`config.mk`:
```
export PLATFORM = sky130hd
export DESIGN_NAME = pipe_hazard_ctl
export DESIGN_NICKNAME = d
export VERILOG_FILES = /design/src/rtl/rv32_pipe_pkg.sv /design/src/rtl/pipe_hazard_ctl_stage_reg.sv /design/src/rtl/pipe_hazard_ctl.sv
export SDC_FILE = /design/constraint.sdc
export NUM_CORES = 1
export LEC_CHECK = 0
export ABC_AREA = 1
export BUFFER_PORTS_ARGS = -buffer_cell sky130_fd_sc_hd__buf_2
export CORE_MARGIN = 2
export CORE_UTILIZATION = 32
export CTS_BUF_LIST = sky130_fd_sc_hd__clkbuf_4 sky130_fd_sc_hd__clkbuf_8 sky130_fd_sc_hd__clkbuf_16
export DETAILED_ROUTE_END_ITERATION = 7
export SYNTH_ARGS = -nofsm -noshare
export SYNTH_HDL_FRONTEND = slang
export SYNTH_SLANG_ARGS = --single-unit
```
`constraint.sdc`:
```
create_clock -name clk -period 4.37 [get_ports clk]
set_input_delay 0.437 -clock clk [delete_from_list [all_inputs] [get_ports clk]]
set_output_delay 0.437 -clock clk [all_outputs]
set_load 0.01 [all_outputs]
```
`src/rtl/rv32_pipe_pkg.sv`:
```
// Shared decode helpers and encodings for the rv32 pipeline control chain.
package rv32_pipe_pkg;

    localparam logic [6:0] OPC_LUI    = 7'b0110111;
    localparam logic [6:0] OPC_AUIPC  = 7'b0010111;
    localparam logic [6:0] OPC_JAL    = 7'b1101111;
    localparam logic [6:0] OPC_JALR   = 7'b1100111;
    localparam logic [6:0] OPC_BRANCH = 7'b1100011;
    localparam logic [6:0] OPC_LOAD   = 7'b0000011;
    localparam logic [6:0] OPC_STORE  = 7'b0100011;
    localparam logic [6:0] OPC_OP_IMM = 7'b0010011;
    localparam logic [6:0] OPC_OP     = 7'b0110011;

    localparam logic [31:0] NOP_INSTR = 32'h0000_0013;

    typedef enum logic [1:0] {
        FWD_RF  = 2'b00,
        FWD_ACC = 2'b01,
        FWD_WB  = 2'b10
    } fwd_sel_e;

    function automatic logic [4:0] rd_of(input logic [31:0] instr);
        return instr[11:7];
    endfunction

    function automatic logic [4:0] rs1_of(input logic [31:0] instr);
        return instr[19:15];
    endfunction

    function automatic logic [4:0] rs2_of(input logic [31:0] instr);
        return instr[24:20];
    endfunction

    function automatic logic is_load(input logic [31:0] instr);
        return instr[6:0] == OPC_LOAD;
    endfunction

    // x0 is never a real destination, so rd == 0 counts as no write.
    function automatic logic writes_rd(input logic [31:0] instr);
        logic wr;
        wr = instr[6:0] inside {OPC_LUI, OPC_AUIPC, OPC_JAL,
                                OPC_JALR, OPC_OP, OPC_OP_IMM,
                                OPC_LOAD};
        return wr && (instr[11:7] != 5'd0);
    endfunction

    function automatic logic uses_rs1(input logic [31:0] instr);
        return !(instr[6:0] inside {OPC_LUI, OPC_AUIPC, OPC_JAL});
    endfunction

    function automatic logic uses_rs2(input logic [31:0] instr);
        return instr[6:0] inside {OPC_OP, OPC_STORE, OPC_BRANCH};
    endfunction

endpackage

```
`src/rtl/pipe_hazard_ctl_stage_reg.sv`:
```
// One pipeline stage: instruction register plus valid bit.
module pipe_stage_reg
    import rv32_pipe_pkg::*;
#(
    parameter int              ILEN = 32,
    parameter logic [ILEN-1:0] NOP  = ILEN'(NOP_INSTR)
) (
    input  logic            clk,
    input  logic            rst,
    input  logic            load,
    input  logic            bubble,
    input  logic [ILEN-1:0] d,
    input  logic            d_valid,
    output logic [ILEN-1:0] q,
    output logic            valid
);

    // Bubble beats load; neither means hold.
    always_ff @(posedge clk or negedge rst) begin
        if (!rst) begin
            q     <= NOP;
            valid <= 1'b0;
        end else if (bubble) begin
            q     <= NOP;
            valid <= 1'b0;
        end else if (load) begin
            q     <= d;
            valid <= d_valid;
        end
    end

endmodule

```
`src/rtl/pipe_hazard_ctl.sv`:
```
// DE/EXE/ACC/WB control chain with hazard detection,
// forwarding selects and saturating stall/flush counters.
module pipe_hazard_ctl
    import rv32_pipe_pkg::*;
#(
    parameter int              ILEN   = 32,
    parameter bit              FWD_EN = 1'b1,
    parameter logic [ILEN-1:0] NOP    = ILEN'(NOP_INSTR),
    parameter int              CNT_W  = 16
) (
    input  logic             clk,
    input  logic             rst,
    input  logic [ILEN-1:0]  instr_if,
    input  logic             if_valid,
    input  logic             br_taken,
    output logic [ILEN-1:0]  instr_de,
    output logic [ILEN-1:0]  instr_exe,
    output logic [ILEN-1:0]  instr_acc,
    output logic [ILEN-1:0]  instr_wb,
    output logic             valid_de,
    output logic             valid_exe,
    output logic             valid_acc,
    output logic             valid_wb,
    output logic             stall_pc,
    output logic             flush,
    output logic [1:0]       fwd_a_sel,
    output logic [1:0]       fwd_b_sel,
    output logic             reg_wen,
    output logic [CNT_W-1:0] stall_cnt,
    output logic [CNT_W-1:0] flush_cnt
);

    logic [31:0] i_de, i_exe, i_acc, i_wb;
    logic        de_rs1, de_rs2;
    logic        exe_wr, acc_wr, wb_wr;
    logic        exe_ld, acc_fwd;
    logic        hit_exe, hit_acc;
    logic        stall;
    logic [ILEN-1:0] de_d;
    fwd_sel_e    fwd_a, fwd_b;

    assign i_de  = instr_de[31:0];
    assign i_exe = instr_exe[31:0];
    assign i_acc = instr_acc[31:0];
    assign i_wb  = instr_wb[31:0];

    assign de_rs1 = valid_de  & uses_rs1(i_de);
    assign de_rs2 = valid_de  & uses_rs2(i_de);
    assign exe_wr = valid_exe & writes_rd(i_exe);
    assign acc_wr = valid_acc & writes_rd(i_acc);
    assign wb_wr  = valid_wb  & writes_rd(i_wb);
    assign exe_ld = is_load(i_exe);
    assign acc_fwd = acc_wr & ~is_load(i_acc);

    assign hit_exe = exe_wr &
        ((de_rs1 & (rs1_of(i_de) == rd_of(i_exe))) |
         (de_rs2 & (rs2_of(i_de) == rd_of(i_exe))));
    assign hit_acc = acc_wr &
        ((de_rs1 & (rs1_of(i_de) == rd_of(i_acc))) |
         (de_rs2 & (rs2_of(i_de) == rd_of(i_acc))));

    // WB is write-through, so only EXE/ACC can block DE.
    assign stall = FWD_EN ? (hit_exe & exe_ld)
                          : (hit_exe | hit_acc);

    assign flush    = br_taken & valid_exe;
    assign stall_pc = stall & ~flush;
    assign reg_wen  = wb_wr;
    assign de_d     = if_valid ? instr_if : NOP;

    always_comb begin
        fwd_a = FWD_RF;
        fwd_b = FWD_RF;
        if (FWD_EN) begin
            if (acc_fwd && rd_of(i_acc) == rs1_of(i_exe))
                fwd_a = FWD_ACC;
            else if (wb_wr && rd_of(i_wb) == rs1_of(i_exe))
                fwd_a = FWD_WB;
            if (acc_fwd && rd_of(i_acc) == rs2_of(i_exe))
                fwd_b = FWD_ACC;
            else if (wb_wr && rd_of(i_wb) == rs2_of(i_exe))
                fwd_b = FWD_WB;
        end
    end

    assign fwd_a_sel = fwd_a;
    assign fwd_b_sel = fwd_b;

    pipe_stage_reg #(.ILEN(ILEN), .NOP(NOP)) u_de (
        .clk     (clk),
        .rst     (rst),
        .load    (~stall),
        .bubble  (flush),
        .d       (de_d),
        .d_valid (if_valid),
        .q       (instr_de),
        .valid   (valid_de)
    );

    pipe_stage_reg #(.ILEN(ILEN), .NOP(NOP)) u_exe (
        .clk     (clk),
        .rst     (rst),
        .load    (1'b1),
        .bubble  (flush | stall),
        .d       (instr_de),
        .d_valid (valid_de),
        .q       (instr_exe),
        .valid   (valid_exe)
    );

    pipe_stage_reg #(.ILEN(ILEN), .NOP(NOP)) u_acc (
        .clk     (clk),
        .rst     (rst),
        .load    (1'b1),
        .bubble  (1'b0),
        .d       (instr_exe),
        .d_valid (valid_exe),
        .q       (instr_acc),
        .valid   (valid_acc)
    );

    pipe_stage_reg #(.ILEN(ILEN), .NOP(NOP)) u_wb (
        .clk     (clk),
        .rst     (rst),
        .load    (1'b1),
        .bubble  (1'b0),
        .d       (instr_acc),
        .d_valid (valid_acc),
        .q       (instr_wb),
        .valid   (valid_wb)
    );

    always_ff @(posedge clk or negedge rst) begin
        if (!rst) begin
            stall_cnt <= '0;
            flush_cnt <= '0;
        end else begin
            if (stall_pc && stall_cnt != '1)
                stall_cnt <= stall_cnt + 1'b1;
            if (flush && flush_cnt != '1)
                flush_cnt <= flush_cnt + 1'b1;
        end
    end

endmodule

```
=== Yosys cells after proc, flatten, opt, wreduce, memory -nomap -nowiden ===
Cells that the tools add are included.

* $add $sub $neg: 2
* Eq/ne operators: 36
* Mux-type cells: 11
* Bitwise logic cells: 16
* Reduce and logical (&&, ||, !) cells: 18

{| class="wikitable"
|+ Operators by type and width
! cell !! number
|-
| two-way mux 32 bit || 4
|-
| equality test 7 x 6 -> 1 bit, second input constant || 9
|-
| equality test 7 bit, second input constant || 8
|-
| equality test 7 x 5 -> 1 bit, second input constant || 7
|-
| adder 16 x 1 -> 16 bit, second input constant || 2
|-
| != test 16 bit, second input constant || 2
|-
| equality test 5 bit || 6
|-
| equality test 7 x 2 -> 1 bit, second input constant || 3
|-
| nonzero test 7 bit || 3
|-
| nonzero test 5 bit || 3
|-
| AND 1 bit || 12
|-
| logical AND 1 bit || 9
|-
| two-way mux 2 bit || 4
|-
| nonzero test 3 bit || 2
|-
| two-way mux 1 bit || 3
|-
| != test 2 bit, second input constant || 1
|-
| NOT 1 bit || 2
|-
| OR 1 bit || 2
|-
| zero test 1 bit || 1
|}

* Bits in registers: 164
* Input port bits: 36
* Logic and storage cells: 93

=== Depth between registers and ports, before layout ===
Gate-level depths: netlist of run 1.

* Depth after elaboration: 10
* Depth in mapped cells: 13
* Gate-level depth less buffers: 11

=== Hierarchy ===
From an unflattened synthesis of run 1, not the netlist that was laid out.

* Cells, all modules: 1,022
* Area, all modules: 8,395.6 sq um

{| class="wikitable"
|+ Modules (own cells, without submodules)
! module !! instances !! cells an instance !! area each (sq um) !! seq. area each (sq um)
|-
| pipe_stage_reg || 4 || 144 || 1,387.6 || 829.5
|-
| pipe_hazard_ctl || 1 || 446 || 2,845.2 || 800.8
|}

=== Worst setup path after synthesis of run 1 ===
Ideal clock, no wire load.

* Path type: reg2out
* From: register u_acc.q[4]
* To: output port fwd_a_sel[1]
* Data arrival time: 1.485 ns
* Required time: 3.933 ns
* Path slack: 2.448 ns
* Cell stages (with the launch flop): 6
* Cells stage by stage: dfstp_2 -> inv_1 -> o31ai_1 -> nand4_1 -> nor4_1 -> nor2_1

* Longest elaborated chain between the ends: 7

{| class="wikitable"
|+ RTL lines
! element !! line !! RTL
|-
| start, declared || pipe_hazard_ctl_stage_reg.sv:14 || <nowiki>output logic [ILEN-1:0] q,</nowiki>
|-
| start signal, assigned || pipe_hazard_ctl_stage_reg.sv:21 || <nowiki>q <= NOP;</nowiki>
|-
| start signal, assigned || pipe_hazard_ctl_stage_reg.sv:24 || <nowiki>q <= NOP;</nowiki>
|-
| start signal, assigned || pipe_hazard_ctl_stage_reg.sv:27 || <nowiki>q <= d;</nowiki>
|-
| equality test 7 x 6 -> 1 bit, or another cell as far along || rv32_pipe_pkg.sv:41 || <nowiki>wr = instr[6:0] inside {OPC_LUI, OPC_AUIPC, OPC_JAL,</nowiki>
|-
| nonzero test 7 bit || rv32_pipe_pkg.sv:41 ||
|-
| logical AND 1 bit || rv32_pipe_pkg.sv:44 || <nowiki>return wr && (instr[11:7] != 5'd0);</nowiki>
|-
| AND 1 bit || pipe_hazard_ctl.sv:50 || <nowiki>assign acc_wr = valid_acc & writes_rd(i_acc);</nowiki>
|-
| AND 1 bit (*) || pipe_hazard_ctl.sv:53 || <nowiki>assign acc_fwd = acc_wr & ~is_load(i_acc);</nowiki>
|-
| logical AND 1 bit (*) || pipe_hazard_ctl.sv:75 || <nowiki>if (acc_fwd && rd_of(i_acc) == rs1_of(i_exe))</nowiki>
|-
| two-way mux 2 bit (*) || pipe_hazard_ctl.sv:75 ||
|-
| end, declared || pipe_hazard_ctl.sv:26 || <nowiki>output logic [1:0] fwd_a_sel,</nowiki>
|}

Mark *: on every way between the ends. The rest lies on a longest branch, timed or not.

=== Worst setup path after layout of run 1 ===
* From: register u_exe.q[10]
* To: output port stall_pc

* Longest elaborated chain between the ends: 6

{| class="wikitable"
|+ RTL lines
! element !! line !! RTL
|-
| start, declared || pipe_hazard_ctl_stage_reg.sv:14 ||
|-
| start signal, assigned || pipe_hazard_ctl_stage_reg.sv:21 ||
|-
| start signal, assigned || pipe_hazard_ctl_stage_reg.sv:24 ||
|-
| start signal, assigned || pipe_hazard_ctl_stage_reg.sv:27 ||
|-
| equality test 5 bit, or another cell as far along || pipe_hazard_ctl.sv:56 || <nowiki>((de_rs1 & (rs1_of(i_de) == rd_of(i_exe))) |</nowiki>
|-
| AND 1 bit, or another cell as far along || pipe_hazard_ctl.sv:56 ||
|-
| OR 1 bit or AND 1 bit (tied branches) || pipe_hazard_ctl.sv:56, pipe_hazard_ctl.sv:49 ||
|-
| AND 1 bit (*) || pipe_hazard_ctl.sv:55 || <nowiki>assign hit_exe = exe_wr &</nowiki>
|-
| AND 1 bit (*) || pipe_hazard_ctl.sv:63 || <nowiki>assign stall = FWD_EN ? (hit_exe & exe_ld)</nowiki>
|-
| AND 1 bit (*) || pipe_hazard_ctl.sv:67 || <nowiki>assign stall_pc = stall & ~flush;</nowiki>
|-
| end, declared || pipe_hazard_ctl.sv:24 || <nowiki>output logic stall_pc,</nowiki>
|}

Marks and branches as above.

==> results of run 1 <==
-- final cells by class --
type	instances	share of cell area, %
flip-flops and latches	164	47.43
clock buffers	20	5.302
repair buffers	211	12.38
well taps	275	3.962
multi-input cells	458	25.98
clock inverters	12	1.931
inverters	68	2.939
diodes	3	0.08644
-- per-stage QoR --
step | power, mW | cell area [µm²] | hold slack, ps | instances
after floorplan | 1.955 | 6763 | 141.4 | 711
after global placement | 2.174 | 8049 | 352.7 | 1176
after detailed placement | 2.181 | 8049 | 353.8 | 1176
after CTS | 3.789 | 8677 | 193.2 | 1208
after global routing | 3.916 | 8680 | 222.5 | 1209
final | 3.736 | 8685 | 163.0 | 1211
-- layout by cell type, fill, tap and decap left out, types with 4 or more instances in the layout --
cell type  count
o21ai_2       14
o21ai_0        4
nand4_1       27
nand3_1       21
dfrtp_1      152
buf_4          5
clkbuf_16     17
xor2_1        23
nand2_1      187
buf_2        205
inv_6          4
dfstp_2       12
nor3_1        15
xnor2_1       22
nor2_1       104
o21ai_1       18
inv_1         64
-- power breakdown --
part	switching (mW)	internal, mW	total (mW)
combinational	0.259	0.164	0.423
clock	0.640	0.951	1.59
sequential	0.0984	1.62	1.72
-- state kept, by name, indices dropped and copies added (netlist names) --
register and flops:
u_exe.q 32, flush_cnt 16, stall_cnt 16, u_exe.valid 1, u_wb.valid 1, u_de.valid 1
u_acc.q 32, u_acc.valid 1, u_de.q 32, u_wb.q 32
-- logic make-up after synthesis --
family / share of synthesized area, %
AND/OR/NAND/NOR: 23.46
adder cells (fa/ha/maj): 0.3700
buffers and inverters: 5.735
flip-flops: 60.91
XOR/XNOR: 5.828
AO/OA/AOI/OAI: 3.700
-- how the worst min path moves through the flow --
stage,startpoint,to,slack (ps),cells after the start
after CTS,rst,u_wb.q[13],190,1
after detailed placement,u_acc.q[29],u_wb.q[29],350,0
after floorplan,rst,flush_cnt[0],140,0
final,rst,u_wb.q[13],160,1
after global routing,rst,u_wb.q[13],220,1
after global placement,u_acc.q[12],u_wb.q[12],350,0
-- layer usage --
layer  GRT usage (%)  wire length [µm]  up-vias
met5               0                 7        -
met4           5.143               413        2
met3           5.627              1182       25
met2           26.93              8511      152
met1           21.45              7927     2540
li1                -                 -     2667
-- worst reg2reg max path: stages (launching register included) --
cell	delay, ps
dfrtp_1	470
inv_1	120
nand2_1	70
nand2_1	40
nor2_1	170
nand2_1	70
nor2_1	110
nand2_1	70
nand2_2	100
nand3_2	410
buf_4	470
nand2_1	130
o21ai_1	70
==> impl_metrics.py, run 1 <==
metrics = {
    "synth": {
        "ys.flop_type": "dfrtp_1",
        "synth_cell_types": 34,
        "post-synth-top-count-cell": "nand2_1",
        "syn_inst": 711,
        "synthesis.area_um2": 6763,
        "ys_warn_count": 0,
        "yosys.area.top_type": "dfrtp_1",
        "synth_commonest_cells": "nand2_1 (187), dfrtp_1 (152), nor2_1 (104)",
        "yosys.area.top_type_share_pct": 56.24,
        "synth-seq-cells": 164,
        "yosysSeqAreaShare_pct": 60.91,
        "synth_edf_count": 0,
        "postSynthAreaPerCell_um2": 9.512,
        "synthArstFlopShare_pct": 100.0,
        "syn-num-nets": 749,
        "synth_area_leaders": "dfrtp_1 (56%), nand2_1 (10%), nor2_1 (5.8%)",
    },
    "routing": {
        "ant_nets": 0,
        "route.detailed.drc": 0,
        "vias": 5386,
        "finalWirelength_mm": 18.04,
        "vias_per_cell": 4.448,
        "wl_per_cell_um": 14.90,
        "first_pass_iters": 4,
        "first_iter_violations": 205,
    },
    "critical_path": {
        "worstReg2RegStart": "u_exe.q[10]",
        "endpoint": "stall_pc",
        "regToRegSetupSlack_ps": 1930,
        "cpMaxStageDelayCell": "dfrtp_1",
        "max_stage_delay_ps": 470,
        "critPathBufInv": 3,
        "cp_num_cells": 11,
        "r2r_cells": 12,
        "cp-start-kind": "register",
        "critPathCaptureType": "output pin",
        "r2r-end": "u_de.q[11]",
        "arrival_ps": 2420,
        "cp-startpoint": "u_exe.q[10]",
        "crit_required_ps": 3930,
        "path_cells": "inv_1, nand2_1, nand2_1, nor2_1, nand2_1, nor2_1, nand2_1, nand2_2, nand3_2, inv_1, buf_2",
        "critPathKind": "register to output pin",
        "cp_top_family": "simple AND/OR/NAND/NOR gates",
        "cpMostUsedCell": "nand2_1",
        "critPathMaxFanout": 25,
    },
    "flow_run": {
        "cap_violations": 0,
    },
    "sta": {
        "max_freq_mhz": 350.5,
        "fin_crit_sh_pct": 65.29,
        "rsz0062_at_grt": "no",
        "maxSlewHeadroom_pct": 35.98,
        "hold_violations": 0,
        "fin_crit_ps": 2853,
        "maxSlewViolCount": 0,
        "fin_tns_setup_ps": 0,
        "finalSetupViolCount": 0,
        "worst_pin_slew_ps": 960.3,
        "setup_ws_ps": 1517,
        "finClkSkew_ps": 8.260,
    },
    "clock_tree": {
        "cts_buffer_depth": 2,
        "ctsRootBufferMaster": "clkbuf_16",
        "h-tree-depth": 4,
        "cts_resized": 0,
        "cts_setup_buffers": 0,
        "clk_pin_slew_ps": 60,
        "postCtsHoldBufs": 0,
        "cts_tree": "built",
        "cts.sinks": 164,
        "clk_latency_ps": 420,
        "numCtsBuffers": 17,
    },
    "placed_design": {
        "place_hpwl_mm": 13.33,
        "gp_congestion": 0.8593,
        "preCtsSetupSlack_ps": 1906,
        "numPortBuffers": 206,
    },
    "power": {
        "peakVddDrop_v": 0.0002505,
        "cellLeakagePower_nw": 4.657,
        "power.density_nw_per_um2": 430.2,
    },
    "floorplan": {
        "rows": 53,
        "fp.dieW_um": 149.4,
        "coreArea_um2": 20890,
        "start_util_pct": 32.37,
        "die-height_um": 149.4,
        "io_pins": 207,
        "die_area_um2": 22310,
    },
    "global_route": {
        "globalRouteOverflowTotal": 0,
        "grt_pass1_vias": 5339,
        "grt_max_degree": 109,
        "antenna_found_initial": 4,
        "grt_pass1_wl_mm": 28.69,
        "grt_use_total_pct": 16.76,
    },
    "hold_path": {
        "hold_path_class": "input port to async pin",
    },
    "finish": {
        "seq_area_um2": 4119,
        "area_delta_synth_final_pct": 28.42,
        "n_fill_cell": 2123,
        "multi_input_area_um2": 2256,
        "drive_gt1_share_pct": 30.23,
        "final_nets": 958,
        "fin_util_pct": 41.58,
    },
    "status": {
        "status": "complete, no violations",
    },
}
No activity file was read; power rests on OpenSTA's default activity.
==> run 2: changes to the inputs <==
==> constraint.sdc (replaced) <==
create_clock -name clk -period 2.9 [get_ports clk]
set_input_delay 0.29 -clock clk [delete_from_list [all_inputs] [get_ports clk]]
set_output_delay 0.29 -clock clk [all_outputs]
set_load 0.01 [all_outputs]
==> run 2 against run 1 <==
  * Clock skew rose by 2.7 ps
  * Worst hold slack improved by 6.7 ps
  * Setup slack got worse by 1200 ps
  * Sequential share of layout area fell by 0.14 points
  * Cell area rose by 0.30%
  * Wire length fell by 0.43%
==> impl_metrics.py, run 2 (same netlist as run 1, synthesis figures left out) <==
metrics = {
    "floorplan": {
        "fp.dieW_um": 149.4,
        "die-height_um": 149.4,
        "io_pins": 207,
        "die_area_um2": 22310,
        "coreArea_um2": 20890,
        "rows": 53,
        "start_util_pct": 32.37,
    },
    "global_route": {
        "gr-usage-met1_pct": 20.74,
        "grt_use_total_pct": 16.64,
        "antenna_found_initial": 6,
        "grt_max_degree": 88,
        "met3_usage_pct": 5.474,
        "grt_pass1_wl_mm": 28.32,
        "met2_usage_pct": 27.48,
        "grt_pass1_vias": 5300,
        "globalRouteOverflowTotal": 0,
        "busiest_layer": "met2",
    },
    "clock_tree": {
        "cts_resized": 0,
        "cts_buffer_depth": 2,
        "numCtsBuffers": 17,
        "cts_tree": "built",
        "h-tree-depth": 4,
        "clk_pin_slew_ps": 60,
        "cts.sinks": 164,
        "ctsRootBufferMaster": "clkbuf_16",
        "clk_latency_ps": 420,
    },
    "sta": {
        "maxSlewViolCount": 0,
        "worst_pin_slew_ps": 815.3,
        "fin_tns_setup_ps": 0,
        "finalSetupViolCount": 0,
        "fin_crit_sh_pct": 89.01,
        "maxSlewHeadroom_pct": 45.65,
        "max_freq_mhz": 387.4,
        "hold_violations": 0,
        "holdWs_ps": 169.7,
        "fin_crit_ps": 2581,
        "setup_ws_ps": 318.6,
        "finClkSkew_ps": 11.01,
        "rsz0062_at_grt": "no",
    },
    "finish": {
        "n_fill_cell": 2081,
        "fin_util_pct": 41.70,
        "area_delta_synth_final_pct": 28.81,
        "fin_cells": 1215,
        "mostFrequentLayoutCell": "buf_2",
        "final_nets": 964,
        "drive_gt1_share_pct": 30.56,
        "mostFrequentLayoutCells": "buf_2 (205), nand2_1 (187), dfrtp_1 (152), nor2_1 (104), inv_1 (64)",
        "finalInstanceArea_um2": 8711,
    },
    "power": {
        "power.share.combinational_pct": 11.6,
        "p_int_mw": 4.029,
        "power_mw": 5.504,
        "power.density_nw_per_um2": 631.9,
        "pwr-share-seq_pct": 47.2,
        "peakVddDrop_v": 0.0004049,
        "cellLeakagePower_nw": 4.674,
        "swShare_pct": 26.81,
        "clockPowerShare_pct": 41.2,
        "p_switching_mw": 1.476,
    },
    "routing": {
        "wl_per_cell_um": 14.79,
        "first_iter_violations": 281,
        "vias_per_cell": 4.411,
        "first_pass_iters": 4,
        "ant_nets": 0,
        "finalWirelength_mm": 17.97,
        "route.detailed.drc": 0,
        "vias": 5359,
    },
    "hold_path": {
        "hold_path_class": "input port to register",
    },
    "flow_run": {
        "cap_violations": 0,
    },
    "critical_path": {
        "critPathCaptureType": "output pin",
        "regToRegSetupSlack_ps": 760,
        "critPathKind": "register to output pin",
        "critPathMaxFanout": 19,
        "cp-start-kind": "register",
        "arrival_ps": 2290,
        "crit_required_ps": 2610,
    },
    "placed_design": {
        "gp_congestion": 0.8537,
        "preCtsSetupSlack_ps": 740.9,
        "postPlaceCellArea_um2": 8099,
        "place_hpwl_mm": 13.55,
        "dp.cells": 1181,
        "numPortBuffers": 206,
    },
    "status": {
        "status": "complete, no violations",
    },
}
run 2: cell types whose count changed in the layout (fill, tap and decap cells not counted):
cell | before | now
buf_4 | 5 | 9
clkinv_2 | 1 | 3
diode_2 | 3 | 1
buf_12 | 0 | 1
bufinv_16 | 3 | 2
clkbuf_4 | 1 | 0
clkinv_4 | 3 | 2
clkinvlp_4 | 0 | 1
dlygate4sd3_1 | 0 | 1
run 2: cell type report:
type,count,area (µm²),share of cell area [%]
clock buffer,19,452.9,5.200
clock inverter,13,146.4,1.681
timing repair buffer,217,1135,13.03
antenna,1,2.502,0.02873
tap,275,344.1,3.950
multi-input combinational,458,2256,25.90
sequential,164,4119,47.29
inverter,68,255.2,2.930
run 2: metal layers:
metal,vias to the layer above,routed length (µm),part of all wire [%]
li1,2669,-,-
met1,2496,7935,44
met2,153,8581,48
met5,-,51,0.28
met3,33,1137,6.3
met4,8,260,1.4
run 2: final timing paths:
kind                             start      endpoint  cells past startpoint
min reg2reg                u_exe.q[28]   u_acc.q[28]                      0
max                          u_de.q[1]      stall_pc                      9
min in group asynchronous          rst    u_wb.q[13]                      2
min                        instr_if[1]     u_de.q[1]                      5
max reg2reg                  u_de.q[1]    u_de.q[21]                     10
max in group asynchronous          rst  stall_cnt[2]                      3
run 2: worst max-delay path: stages (launching register included):
cell and delay [ps]:
dfstp_2 540, nand2_1 90, inv_1 100, nand2_1 60, nor2_1 90, nand4_1 120
nand2_2 150, nand3_2 320, inv_1 240, buf_2 160
run 2: power groups by stage:
stage / Combinational, mW / Sequential (mW) / Clock [mW]
6_report: 0.639 / 2.60 / 2.27
5_1_grt: 0.719 / 2.62 / 2.45
4_1_cts: 0.652 / 2.60 / 2.34
3_5_place_dp: 0.650 / 2.64 / 0
3_3_place_gp: 0.642 / 2.64 / 0
2_1_floorplan: 0.262 / 2.68 / 0
run 2: what timing repair did:
action | 4_1_cts | 5_1_grt
endpoints found under the hold margin | 77 | 0
buffers inserted | 0 | 0
hold buffers | 1 | 0
==> run 3: changes to the inputs <==
--- a/config.mk
+++ b/config.mk
@@ -8,9 +8,10 @@
 export ABC_AREA = 1
 export BUFFER_PORTS_ARGS = -buffer_cell sky130_fd_sc_hd__buf_2
 export CORE_MARGIN = 2
-export CORE_UTILIZATION = 32
+export CORE_UTILIZATION = 51
 export CTS_BUF_LIST = sky130_fd_sc_hd__clkbuf_4 sky130_fd_sc_hd__clkbuf_8 sky130_fd_sc_hd__clkbuf_16
 export DETAILED_ROUTE_END_ITERATION = 7
+export PLACE_DENSITY = 0.79
 export SYNTH_ARGS = -nofsm -noshare
 export SYNTH_HDL_FRONTEND = slang
 export SYNTH_SLANG_ARGS = --single-unit
==> run 3 against run 2 <==
  * Sequential power barely moved
  * Combinational power fell by 0.6%
  * Critical path depth rose by 2
  * Critical path type unchanged
  * Critical endpoint unchanged
  * Largest cell class unchanged
  * Highest routed layer unchanged
==> impl_metrics.py, run 3 (same netlist as run 1, synthesis figures left out) <==
metrics = {
    "critical_path": {
        "cp-start-kind": "register",
        "critPathCaptureType": "output pin",
        "path_cells": "inv_1, nand2_1, nand2_1, nor2_1, nand2_1, nor2_1, nand2_1, nand2_2, nand3_2, inv_1, buf_2",
        "critPathBufInv": 3,
        "critPathMaxFanout": 18,
        "cp_top_family": "simple AND/OR/NAND/NOR gates",
        "regToRegSetupSlack_ps": 760,
        "max_stage_delay_ps": 430,
        "crit_required_ps": 2610,
        "arrival_ps": 2230,
        "worstReg2RegStart": "u_exe.q[10]",
        "r2r-end": "u_de.q[6]",
        "r2r_cells": 12,
        "cpMaxStageDelayCell": "dfrtp_1",
        "cpMostUsedCell": "nand2_1",
        "critPathKind": "register to output pin",
    },
    "clock_tree": {
        "cts_setup_buffers": 0,
        "cts_tree": "built",
        "cts.sinks": 164,
        "cts_buffer_depth": 2,
        "clk_pin_slew_ps": 60,
        "clk_latency_ps": 420,
        "h-tree-depth": 4,
        "numCtsBuffers": 17,
        "ctsRootBufferMaster": "clkbuf_16",
    },
    "routing": {
        "vias": 5493,
        "finalWirelength_mm": 16.27,
        "route.detailed.drc": 0,
        "first_iter_violations": 362,
        "ant_nets": 0,
        "vias_per_cell": 4.909,
        "first_pass_iters": 5,
        "wl_per_cell_um": 14.54,
    },
    "sta": {
        "max_freq_mhz": 397.4,
        "worst_pin_slew_ps": 737.6,
        "fin_crit_ps": 2516,
        "setup_ws_ps": 383.5,
        "fin_crit_sh_pct": 86.78,
        "maxSlewViolCount": 0,
        "fin_tns_setup_ps": 0,
        "rsz0062_at_grt": "no",
        "hold_violations": 0,
        "finClkSkew_ps": 5.937,
        "finalSetupViolCount": 0,
        "maxSlewHeadroom_pct": 50.83,
    },
    "global_route": {
        "grt_use_total_pct": 23.97,
        "grt_pass1_wl_mm": 26.52,
        "busiest_layer": "met2",
        "grt_max_degree": 83,
        "met3_usage_pct": 5.987,
        "antenna_found_initial": 4,
        "gr-usage-met1_pct": 30.26,
        "met2_usage_pct": 39.91,
        "globalRouteOverflowTotal": 0,
        "grt_pass1_vias": 5296,
    },
    "power": {
        "swShare_pct": 25.89,
        "power.share.combinational_pct": 11.6,
        "clockPowerShare_pct": 40.9,
        "power.density_nw_per_um2": 636.1,
        "power_mw": 5.463,
        "cellLeakagePower_nw": 4.675,
        "peakVddDrop_v": 0.0005025,
        "pwr-share-seq_pct": 47.5,
        "p_switching_mw": 1.415,
        "p_int_mw": 4.049,
    },
    "finish": {
        "mostFrequentLayoutCell": "buf_2",
        "area_delta_synth_final_pct": 26.99,
        "n_fill_cell": 1067,
        "mostFrequentLayoutCells": "buf_2 (205), nand2_1 (187), dfrtp_1 (152), nor2_1 (104), inv_1 (64)",
        "drive_gt1_share_pct": 30.64,
        "final_nets": 965,
    },
    "floorplan": {
        "die_area_um2": 14200,
        "die-height_um": 119.2,
        "io_pins": 207,
        "start_util_pct": 51.68,
        "rows": 42,
        "fp.dieW_um": 119.2,
        "coreArea_um2": 13090,
    },
    "placed_design": {
        "numPortBuffers": 206,
        "gp_congestion": 0.9069,
        "place_hpwl_mm": 12.03,
        "preCtsSetupSlack_ps": 742.6,
    },
    "hold_path": {
        "hold_depth": 5,
        "min_from": "instr_if[1]",
        "hold_path_end": "u_de.q[1]",
        "hold_path_class": "input port to register",
    },
    "flow_run": {
        "cap_violations": 0,
    },
    "status": {
        "status": "complete, no violations",
    },
}
run 3: metrics by stage:
stage | std cells | cell area (µm²) | hold slack [ps] | utilization (%)
6_report | 1119 | 8588 | 167.4 | 65.63
5_1_grt | 1119 | 8588 | 175.3 | 65.63
4_1_cts | 1116 | 8581 | 154.6 | 65.58
3_5_place_dp | 1083 | 7970 | 354.9 | 60.91
3_3_place_gp | 1083 | 7970 | 350.9 | 60.91
2_1_floorplan | 711 | 6763 | -5.591 | -
run 3: power groups by stage:
stage | logic, mW | clock network [mW] | registers, mW
floorplan | 0.262 | 0 | 2.68
global placement | 0.628 | 0 | 2.63
detailed placement | 0.640 | 0 | 2.63
CTS | 0.644 | 2.27 | 2.60
global route | 0.710 | 2.38 | 2.62
finish | 0.635 | 2.23 | 2.59
run 3: how the worst max path moves through the flow:
stage / end / slack (ps) / from / cells past startpoint
6_report: stall_pc / 380 / u_exe.q[10] / 11
5_1_grt: stall_pc / 190 / u_exe.q[10] / 11
4_1_cts: stall_pc / 340 / u_exe.q[10] / 11
3_5_place_dp: u_de.q[2] / 740 / u_exe.q[10] / 12
3_3_place_gp: u_de.q[2] / 770 / u_exe.q[10] / 12
2_1_floorplan: fwd_a_sel[1] / 1120 / u_acc.q[4] / 5
run 3: worst register-to-register path, stage by stage, from the launching register on:
cell	delay (ps)
dfrtp_1	430
inv_1	110
nand2_1	80
nand2_1	50
nor2_1	160
nand2_1	70
nor2_1	90
nand2_1	60
nand2_2	100
nand3_2	350
buf_4	370
nand2_1	80
o21ai_1	60
run 3: what timing repair did:
| action | in CTS | in global routing |
|---|---|---|
| hold buffers | 1 | 0 |
| gates resized for setup | 0 | 0 |
| endpoints found under the setup margin | 0 | 0 |
| hold endpoints to repair | 77 | 0 |
run 3: metal layers:
layer / up-vias / share of wire [%]
met2: 181 / 49
met4: 2 / 2.6
met3: 31 / 6.6
met1: 2612 / 41
li1: 2667 / -
met5: - / 0.043
run 3: area by class of cell:
type / instances / area (µm²) / area share [%]
Clock inverter: 11 / 126.4 / 1.471
Clock buffer: 21 / 474.2 / 5.522
Antenna cell: 3 / 7.507 / 0.08741
Tap cell: 176 / 220.2 / 2.564
Sequential cell: 164 / 4119 / 47.96
Inverter: 68 / 255.2 / 2.972
Timing Repair Buffer: 218 / 1130 / 13.16
Multi-Input combinational cell: 458 / 2256 / 26.27
